### src/rtl/systolic_pkg.sv
// Shared constants, helper functions and FSM state type for the systolic array controller.
// Used by systolic_ctrl and systolic_addr_gen.
package systolic_pkg;

    localparam int ARRAY_SIZE     = 16;
    localparam int COMPUTE_CYCLES = 3 * ARRAY_SIZE;
    localparam int FEED_CYCLES    = 2 * ARRAY_SIZE - 1;
    localparam int DIAG_NUM       = 2 * ARRAY_SIZE - 1;

    typedef enum logic [1:0] {
        IDLE    = 2'd0,
        COMPUTE = 2'd1,
        DRAIN   = 2'd2,
        DONE    = 2'd3
    } state_t;

    // Derived counts for an arbitrary edge length, so the top can be re-parameterised.
    function automatic int compute_cycles(input int n);
        return 3 * n;
    endfunction

    function automatic int feed_cycles(input int n);
        return 2 * n - 1;
    endfunction

    function automatic int diag_num(input int n);
        return 2 * n - 1;
    endfunction

endpackage

### src/rtl/systolic_addr_gen.sv
// SRAM read-address generator for one operand: latches the job base address and forms
// base + tile*TILE_STRIDE + cycle modulo 2^ADDR_WIDTH.
module systolic_addr_gen
    import systolic_pkg::*;
#(
    parameter int ADDR_WIDTH  = 10,
    parameter int TILE_STRIDE = 32
) (
    input  logic                  clk,
    input  logic                  srst,
    input  logic                  load_i,
    input  logic [ADDR_WIDTH-1:0] base_i,
    input  logic [7:0]            tile_i,
    input  logic [8:0]            cycle_i,
    input  logic                  en_i,
    output logic [ADDR_WIDTH-1:0] addr_o
);

    logic [ADDR_WIDTH-1:0] base_q;
    logic [ADDR_WIDTH-1:0] base_d;
    logic [ADDR_WIDTH-1:0] tile_off;
    logic [ADDR_WIDTH-1:0] sum;

    always_comb begin
        base_d = base_q;
        if (load_i) begin
            base_d = base_i;
        end
    end

    always_ff @(posedge clk) begin
        if (srst) begin
            base_q <= '0;
        end else begin
            base_q <= base_d;
        end
    end

    // All terms are kept at ADDR_WIDTH so the sum wraps naturally.
    assign tile_off = ADDR_WIDTH'(tile_i) * ADDR_WIDTH'(TILE_STRIDE);
    assign sum      = base_q + tile_off + ADDR_WIDTH'(cycle_i);
    assign addr_o   = en_i ? sum : '0;

endmodule

### src/rtl/systolic_ctrl.sv
// Systolic array job controller: per tile runs a 3N-cycle COMPUTE phase with SRAM feeding,
// then a 2N-1 beat DRAIN over a valid/ready writeback port. Optional stall counter under SYSTOLIC_CTRL_PERF_EN.
module systolic_ctrl #(
    parameter int ARRAY_SIZE  = systolic_pkg::ARRAY_SIZE,
    parameter int ADDR_WIDTH  = 10,
    parameter int TILE_STRIDE = 32
) (
    input  logic                  clk,
    input  logic                  srst,
    input  logic                  start,
    input  logic [7:0]            tile_cnt,
    input  logic [ADDR_WIDTH-1:0] w_base_addr,
    input  logic [ADDR_WIDTH-1:0] d_base_addr,
    output logic                  busy,
    output logic                  done,
    output logic                  alu_start,
    output logic [8:0]            cycle_num,
    output logic [5:0]            matrix_index,
    output logic                  sram_ren,
    output logic [ADDR_WIDTH-1:0] sram_raddr_w,
    output logic [ADDR_WIDTH-1:0] sram_raddr_d,
    output logic                  out_valid,
    input  logic                  out_ready,
    output logic [7:0]            out_tile,
`ifdef SYSTOLIC_CTRL_PERF_EN
    output logic [15:0]           stall_cycles,
`endif
    output systolic_pkg::state_t  dbg_state
);

    import systolic_pkg::*;

    localparam logic [8:0] LAST_CYCLE = 9'(compute_cycles(ARRAY_SIZE) - 1);
    localparam logic [8:0] LAST_FEED  = 9'(feed_cycles(ARRAY_SIZE) - 1);
    localparam logic [5:0] LAST_DIAG  = 6'(diag_num(ARRAY_SIZE) - 1);

    state_t     state_q, state_d;
    logic [8:0] cycle_q, cycle_d;
    logic [5:0] midx_q, midx_d;
    logic [7:0] tile_q, tile_d;
    logic [7:0] tile_cnt_q, tile_cnt_d;
    logic       accept;

    always_ff @(posedge clk) begin
        if (srst) begin
            state_q    <= IDLE;
            cycle_q    <= '0;
            midx_q     <= '0;
            tile_q     <= '0;
            tile_cnt_q <= '0;
        end else begin
            state_q    <= state_d;
            cycle_q    <= cycle_d;
            midx_q     <= midx_d;
            tile_q     <= tile_d;
            tile_cnt_q <= tile_cnt_d;
        end
    end

    // Writeback handshake: a beat transfers on a rising edge where out_valid && out_ready;
    // while out_ready is low, out_valid, matrix_index and out_tile hold steady.
    always_comb begin
        state_d    = state_q;
        cycle_d    = cycle_q;
        midx_d     = midx_q;
        tile_d     = tile_q;
        tile_cnt_d = tile_cnt_q;
        accept     = 1'b0;
        busy       = 1'b1;
        done       = 1'b0;
        alu_start  = 1'b0;
        out_valid  = 1'b0;
        unique case (state_q)
            IDLE: begin
                busy = 1'b0;
                if (start && (tile_cnt != 8'd0)) begin
                    accept     = 1'b1;
                    tile_cnt_d = tile_cnt;
                    tile_d     = '0;
                    cycle_d    = '0;
                    midx_d     = '0;
                    state_d    = COMPUTE;
                end
            end
            COMPUTE: begin
                alu_start = 1'b1;
                if (cycle_q == LAST_CYCLE) begin
                    cycle_d = '0;
                    midx_d  = '0;
                    state_d = DRAIN;
                end else begin
                    cycle_d = cycle_q + 9'd1;
                end
            end
            DRAIN: begin
                out_valid = 1'b1;
                if (out_ready) begin
                    if (midx_q == LAST_DIAG) begin
                        midx_d = '0;
                        if (({1'b0, tile_q} + 9'd1) < {1'b0, tile_cnt_q}) begin
                            tile_d  = tile_q + 8'd1;
                            state_d = COMPUTE;
                        end else begin
                            state_d = DONE;
                        end
                    end else begin
                        midx_d = midx_q + 6'd1;
                    end
                end
            end
            DONE: begin
                done    = 1'b1;
                state_d = IDLE;
            end
            default: state_d = IDLE;
        endcase
    end

    assign cycle_num    = alu_start ? cycle_q : '0;
    assign matrix_index = out_valid ? midx_q : '0;
    assign sram_ren     = (state_q == COMPUTE) && (cycle_q <= LAST_FEED);
    assign out_tile     = tile_q;
    assign dbg_state    = state_q;

    systolic_addr_gen #(
        .ADDR_WIDTH  (ADDR_WIDTH),
        .TILE_STRIDE (TILE_STRIDE)
    ) u_addr_w (
        .clk     (clk),
        .srst    (srst),
        .load_i  (accept),
        .base_i  (w_base_addr),
        .tile_i  (tile_q),
        .cycle_i (cycle_q),
        .en_i    (sram_ren),
        .addr_o  (sram_raddr_w)
    );

    systolic_addr_gen #(
        .ADDR_WIDTH  (ADDR_WIDTH),
        .TILE_STRIDE (TILE_STRIDE)
    ) u_addr_d (
        .clk     (clk),
        .srst    (srst),
        .load_i  (accept),
        .base_i  (d_base_addr),
        .tile_i  (tile_q),
        .cycle_i (cycle_q),
        .en_i    (sram_ren),
        .addr_o  (sram_raddr_d)
    );

`ifdef SYSTOLIC_CTRL_PERF_EN
    logic [15:0] stall_q, stall_d;

    always_comb begin
        stall_d = stall_q;
        if (accept) begin
            stall_d = '0;
        end else if (out_valid && !out_ready && (stall_q != 16'hFFFF)) begin
            stall_d = stall_q + 16'd1;
        end
    end

    always_ff @(posedge clk) begin
        if (srst) begin
            stall_q <= '0;
        end else begin
            stall_q <= stall_d;
        end
    end

    assign stall_cycles = stall_q;
`endif

endmodule

### config.mk
export PLATFORM = sky130hd
export DESIGN_NAME = systolic_ctrl
export DESIGN_NICKNAME = d
export VERILOG_FILES = /design/src/rtl/systolic_pkg.sv /design/src/rtl/systolic_addr_gen.sv /design/src/rtl/systolic_ctrl.sv
export SDC_FILE = /design/constraint.sdc
export NUM_CORES = 1
export LEC_CHECK = 0
export CAP_MARGIN = 25
export CELL_PAD_IN_SITES_DETAIL_PLACEMENT = 2
export CELL_PAD_IN_SITES_GLOBAL_PLACEMENT = 2
export CORE_MARGIN = 2
export CORE_UTILIZATION = 26
export DETAILED_ROUTE_END_ITERATION = 10
export GPL_TIMING_DRIVEN = 0
export PLACE_DENSITY_LB_ADDON = 0.1
export SETUP_SLACK_MARGIN = 0.5
export SLEW_MARGIN = 20
export SYNTH_ARGS = -nofsm -noshare
export SYNTH_HDL_FRONTEND = slang
export SYNTH_SLANG_ARGS = --single-unit
### constraint.sdc
create_clock -name clk -period 2.7 [get_ports clk]
set_input_delay 0.27 -clock clk [delete_from_list [all_inputs] [get_ports clk]]
set_output_delay 0.27 -clock clk [all_outputs]
set_load 0.02 [all_outputs]
**After elaboration in Yosys (flattened, before gate mapping)**

Cells that the tools add are included.

- Bits in registers: 53
- Latch bits: 0
- RAM bits: 0
- Memory bits (read-only): 0
- Bits of input ports: 32
- Output and inout port bits: 50
- Logic and storage cells: 68
- Memories: 0

- $add $sub $neg: 8
- Multiply operators: 0
- Div/mod/pow operators: 0
- Magnitude comparators: 2
- Equality and inequality tests: 10
- Shift-type cells: 0
- Multiplexer cells: 29
- Bitwise logic cells: 0
- Reductions and logical operators: 12

Operator list:

| operator | count |
|---|---|
| $mux 8 | 4 |
| $mux 6 | 5 |
| $mux 9 | 3 |
| $add 10x10->10 | 2 |
| $add 10x9->10 | 2 |
| $mux 10 | 2 |
| $pmux 6 s3 | 1 |
| $pmux 9 s2 | 1 |
| $pmux 8 s2 | 1 |
| $mux 2 | 5 |
| $ne 2x2->1 const B | 5 |
| $add 8x1->9 const B | 1 |
| $add 9x1->9 const B | 1 |
| $eq 9x6->1 const B | 1 |
| $le 9x5->1 const B | 1 |
| $lt 9x8->1 | 1 |
| $add 8x1->8 const B | 1 |
| $pmux 2 s4 | 1 |
| $reduce_and 4->1 | 2 |
| $reduce_bool 8->1 | 1 |
| $add 6x1->6 const B | 1 |
| $eq 6x5->1 const B | 1 |
| $mux 1 | 6 |
| $reduce_and 5->1 | 1 |
| 7 further kinds | 11 |

**Longest topological paths before layout**

- Depth in word-level cells: 6
- Gate-level depth with buffers: 11
- Mapped depth without buffers: 11

**Hierarchy**

A second synthesis with hierarchy kept.

- Cells, all modules: 475
- Area total of the unflattened synthesis: 3996.3 um2

Modules (own cells, without submodules):

| module | instances | cells an instance | area an instance (um2) | sequential area each (um2) |
|---|---|---|---|---|
| systolic_ctrl | 1 | 256 | 2038.2 | 660.6 |
| systolic_addr_gen (u_addr_w) | 1 | 111 | 984.7 | 200.2 |
| systolic_addr_gen (u_addr_d) | 1 | 108 | 973.4 | 200.2 |

**Least setup slack after synthesis**

OpenSTA, ideal clock, no wires.

- Kind: register to output
- From: register tile_q[2] (netlist: out_tile[2])
- To: output sram_raddr_w[9]
- Arrival: 2.494 ns
- Data required time: 2.430 ns
- Slack: -0.064 ns
- Cell stages (with the launch flop): 7
- Buffers on the path: 0
- Path through: dfxtp_1 fa_1 ha_1 or3_1 a311oi_1 nor3_1 nor3b_1

- Word-level cells in the longest chain between the ends: 3

Ends and longest elaborated chain:

| element | line | RTL |
|---|---|---|
| start, declared | systolic_ctrl.sv:40 | `logic [7:0] tile_q, tile_d;` |
| start signal, assigned | systolic_ctrl.sv:55 | `tile_q <= tile_d;` |
| $add 10x10->10 | systolic_addr_gen.sv:41 | `assign sum = base_q + tile_off + ADDR_WIDTH'(cycle_i);` |
| $add 10x9->10 | systolic_addr_gen.sv:41 |  |
| $mux 10 | systolic_addr_gen.sv:42 | `assign addr_o = en_i ? sum : '0;` |
| end, declared | systolic_ctrl.sv:20 | `output logic [ADDR_WIDTH-1:0] sram_raddr_w,` |

No other way between the ends.

**Final worst setup path**

- From: register cycle_q[6]
- To: output sram_raddr_w[9]

- Word-level cells in the longest chain between the ends: 3
- Elaborated cells between the ends (all ways): 4
- Those cells by class: add/sub (1); order compare (1); mux (1); reduce/logical (1)

Ends and longest elaborated chain:

| element | line | RTL |
|---|---|---|
| start, declared | systolic_ctrl.sv:38 | `logic [8:0] cycle_q, cycle_d;` |
| start signal, assigned | systolic_ctrl.sv:53 | `cycle_q <= cycle_d;` |
| $le 9x5->1 | systolic_ctrl.sv:121 | `assign sram_ren = (state_q == COMPUTE) && (cycle_q <= LAST_FEED);` |
| $logic_and 1x1->1 | systolic_ctrl.sv:121 |  |
| $mux 10 * | systolic_addr_gen.sv:42 |  |

Every way passes the cells marked *; elsewhere a longest branch is shown, timed or not.

==> results.py <==
metrics = {
    "outcome": {
        "outcome": "finished with violations",
        "violations": "setup timing",
    },
    "cts": {
        "worstSkewPairLatency_ns": 0.32,
        "clock_sinks": 53,
        "cts_buffer_depth": 2,
        "h-tree-depth": 2,
        "numCtsBuffers": 5,
        "clk_pin_slew_ns": 0.07,
        "cts_root_buf": "clkbuf_16",
        "tritoncts": "built",
    },
    "grt": {
        "grt-ovfl-total": 0,
        "grt_use_total_pct": 20.4,
        "grt_max_degree": 17,
        "grt_pass1_wl_mm": 25.2,
        "grt_antenna_before_repair": 0,
        "grt_pass1_vias": 4549,
    },
    "logic_synthesis": {
        "synth.distinct_cells": 52,
        "yosysSeqAreaShare_pct": 28.2,
        "ys_warn_count": 0,
        "synth_nets": 561,
        "synth_cells": 481,
        "yosysTopAreaCell": "dfxtp_1",
        "syn_area_mm2": 0.00376,
        "synth.top_cell.area_share_pct": 28.2,
        "synth-main-ff-cell": "dfxtp_1",
        "synth_edf_count": 0,
        "ys_ff_latch": 53,
        "synthArstFlopShare_pct": 0,
        "synthTopCellsByArea": "dfxtp_1, ha_1, nand2_1, a21oi_1, fa_1",
        "syn-mean-instance-area_um2": 7.83,
    },
    "detailed_routing": {
        "wl_met3_um": 522,
        "drc_errors": 0,
        "met1Wirelength_mm": 6.80,
        "wl_per_cell_um": 19.9,
        "viasPerCell": 5.00,
        "wl_mm": 16.2,
        "drtIter0Drc": 116,
        "route.vias.total": 4074,
        "firstDrtPassIters": 4,
        "routed-wl-met2_mm": 8.63,
        "ant_nets": 0,
        "top_layer_used": "met4",
    },
    "critical_path": {
        "critical_path_class": "reg -> out",
        "end_kind": "primary output",
        "worstPathRequired_ns": 2.43,
        "crit_family": "simple AND/OR/NAND/NOR gates",
        "crit_chain": "fa_1, ha_4, or3_4, a311oi_4, nor3_2, nor3b_2, buf_4",
        "timing.rr.end": "out_tile[3]$_SDFFE_PP0P_",
        "slowest_stage": "fa_1",
        "r2r_slack_ns": 0.05,
        "worstRegToRegCells": 12,
        "cp.arrival_ns": 2.55,
        "cp-start-kind": "flop",
        "timing.rr.start": "out_tile[1]$_SDFFE_PP0P_",
        "path_buf_inv": 1,
        "crit_path_max_incr_delay_ns": 0.50,
        "cp_max_fo": 3,
    },
    "timing": {
        "clock-skew-final_ns": 0.00949,
        "setup_violations": 2,
        "max_slew.worst_pin.slew_ns": 0.759,
        "min_period_ns": 2.82,
        "max_slew_margin_pct": 49.4,
        "whs_ns": 0.461,
        "fmax_mhz": 355,
        "post-route-period-util_pct": 104,
        "finalHoldViolCount": 0,
        "grt_setup_unrepaired": "true",
        "layout_setup_ws_ns": -0.118,
        "slew_viol_final": 0,
        "finalSetupTns_ns": -0.234,
    },
    "cells_and_area": {
        "syn2layout_area_growth_pct": 69.5,
        "num_antenna_cells": 0,
        "layout-drive-gt1-share_pct": 39.4,
        "fin_area_mm2": 0.00638,
        "final_net_count": 713,
    },
    "placement": {
        "post_dp_cell_area_mm2": 0.00507,
        "port-buffer-count": 80,
        "gp_congestion": 0.769,
        "dp_hpwl_mm": 10.5,
    },
    "worst_hold_path": {
        "hold_path_end": "tile_cnt_q[2]$_SDFFE_PP0P_",
        "worstHoldStart": "tile_cnt_q[2]$_SDFFE_PP0P_",
        "hp-class": "reg -> reg",
        "hold_depth": 2,
    },
    "power": {
        "p_total_w": 0.00243,
        "p_int_w": 0.00157,
        "combPwrFrac_pct": 36.0,
        "net-switching-power_w": 0.000853,
        "p_leak_nw": 2.55,
        "p_per_area_mw_per_mm2": 380,
        "switching_share_pct": 35.2,
        "p_seq_share_pct": 35.7,
        "p_clk_share_pct": 28.3,
        "peakVddDrop_v": 0.000217,
    },
    "die": {
        "start_util_pct": 26.9,
        "fp.dieW_um": 124,
        "rows": 43,
        "die_y_um": 124,
        "coreArea_mm2": 0.0140,
        "ios": 82,
        "dieArea_mm2": 0.0155,
    },
    "job": {
        "drv_cap": 0,
    },
}
-- worst max-delay path by stage --
stage	startpoint	end	slack, ns	cells past startpoint
3_3_place_gp	cycle_q[0]$_SDFFE_PP0P_	sram_raddr_d[5]	-0.51	6
6_report	cycle_q[6]$_SDFFE_PP0P_	sram_raddr_w[9]	-0.12	7
4_1_cts	cycle_q[6]$_SDFFE_PP0P_	sram_raddr_w[9]	-0.12	7
2_1_floorplan	out_tile[0]$_SDFFE_PP0P_	out_tile[3]$_SDFFE_PP0P_	0.26	11
3_5_place_dp	cycle_q[0]$_SDFFE_PP0P_	sram_raddr_w[6]	-0.54	6
5_1_grt	cycle_q[1]$_SDFFE_PP0P_	sram_raddr_d[9]	-0.18	11
-- sequential cells by signal, summed over array words and instances, names as in the netlist --
signal	flops
dbg_state	2
midx_q	6
u_addr_d.base_q	10
u_addr_w.base_q	10
out_tile	8
tile_cnt_q	8
cycle_q	9
-- Yosys cell counts (10+ instances only) --
| library cell | number |
|---|---|
| a21oi_1 | 50 |
| and2_1 | 19 |
| clkbuf_1 | 11 |
| dfxtp_1 | 53 |
| fa_1 | 10 |
| ha_1 | 38 |
| inv_1 | 32 |
| nand2_1 | 77 |
| nor2_1 | 43 |
| nor3_1 | 11 |
| o21ai_0 | 23 |
| xor2_1 | 13 |
-- tightest hold or removal path, stage by stage (launching register included) --
cell and delay [ns]:
dfxtp_1 0.31, nand2_1 0.05, a21oi_1 0.05
-- per-stage QoR --
step | std cells | util [%] | setup WS, ns
2_1_floorplan | 481 | - | 0.261
3_3_place_gp | 741 | 36.3 | -0.506
3_5_place_dp | 741 | 36.3 | -0.543
4_1_cts | 796 | 42.9 | -0.119
5_1_grt | 814 | 45.6 | -0.181
6_report | 814 | 45.6 | -0.118
-- timing repair --
item / 4_1_cts / 5_1_grt
hold endpoints to repair: 0 / 0
gates resized for setup: 236 / 59
setup buffers: 47 / 18
pin swaps: 62 / 34
setup endpoints to repair: 83 / 66
hold buffers: 0 / 0
-- cells in the final DEF (no fill, tap or decap), types with 7 or more instances in the layout --
master / instances
and2_1: 13
buf_6: 36
dlygate4sd2_1: 12
dfxtp_1: 32
a21oi_1: 45
ha_1: 13
fa_1: 8
o21ai_0: 15
nand2_1: 69
ha_4: 22
xor2_1: 11
buf_4: 51
nor2_1: 31
dfxtp_4: 13
dfxtp_2: 8
inv_1: 22
clkdlybuf4s50_1: 46
nand3_1: 7
-- metal layers --
| metal | vias to the layer above | global-route usage, % |
|---|---|---|
| li1 | 1960 | - |
| met1 | 2019 | 24.1 |
| met2 | 77 | 38.2 |
| met3 | 18 | 3.74 |
| met4 | 0 | 4.56 |
| met5 | - | 0 |
-- power groups by stage --
stage / Combinational [W] / Sequential (W) / Clock, W
2_1_floorplan: 0.000372 / 0.000877 / 0
3_3_place_gp: 0.000600 / 0.000883 / 0
5_1_grt: 0.000949 / 0.000874 / 0.000741
6_report: 0.000874 / 0.000866 / 0.000687
3_5_place_dp: 0.000615 / 0.000886 / 0
4_1_cts: 0.000789 / 0.000865 / 0.000709
-- cell type report --
type,instances,area (um^2)
Inverter,32,136
Clock inverter,3,17.5
Clock buffer,5,125
Multi-Input combinational cell,380,3290
Sequential cell,53,1120
Tap cell,180,225
Fill cell,1556,7610
Timing Repair Buffer,145,1370
Buffer,16,98.8
-- cells by family after synthesis --
| logic type | Yosys count | synth area share (%) |
|---|---|---|
| fa+ha+maj | 48 | 17.9 |
| mux | 2 | 0.598 |
| flops | 53 | 28.2 |
| buf+inv | 48 | 5.08 |
| xor+xnor | 20 | 4.65 |
| simple gates | 204 | 26.3 |
| compound gates | 106 | 17.2 |
No activity file was read; power rests on OpenSTA's default activity.
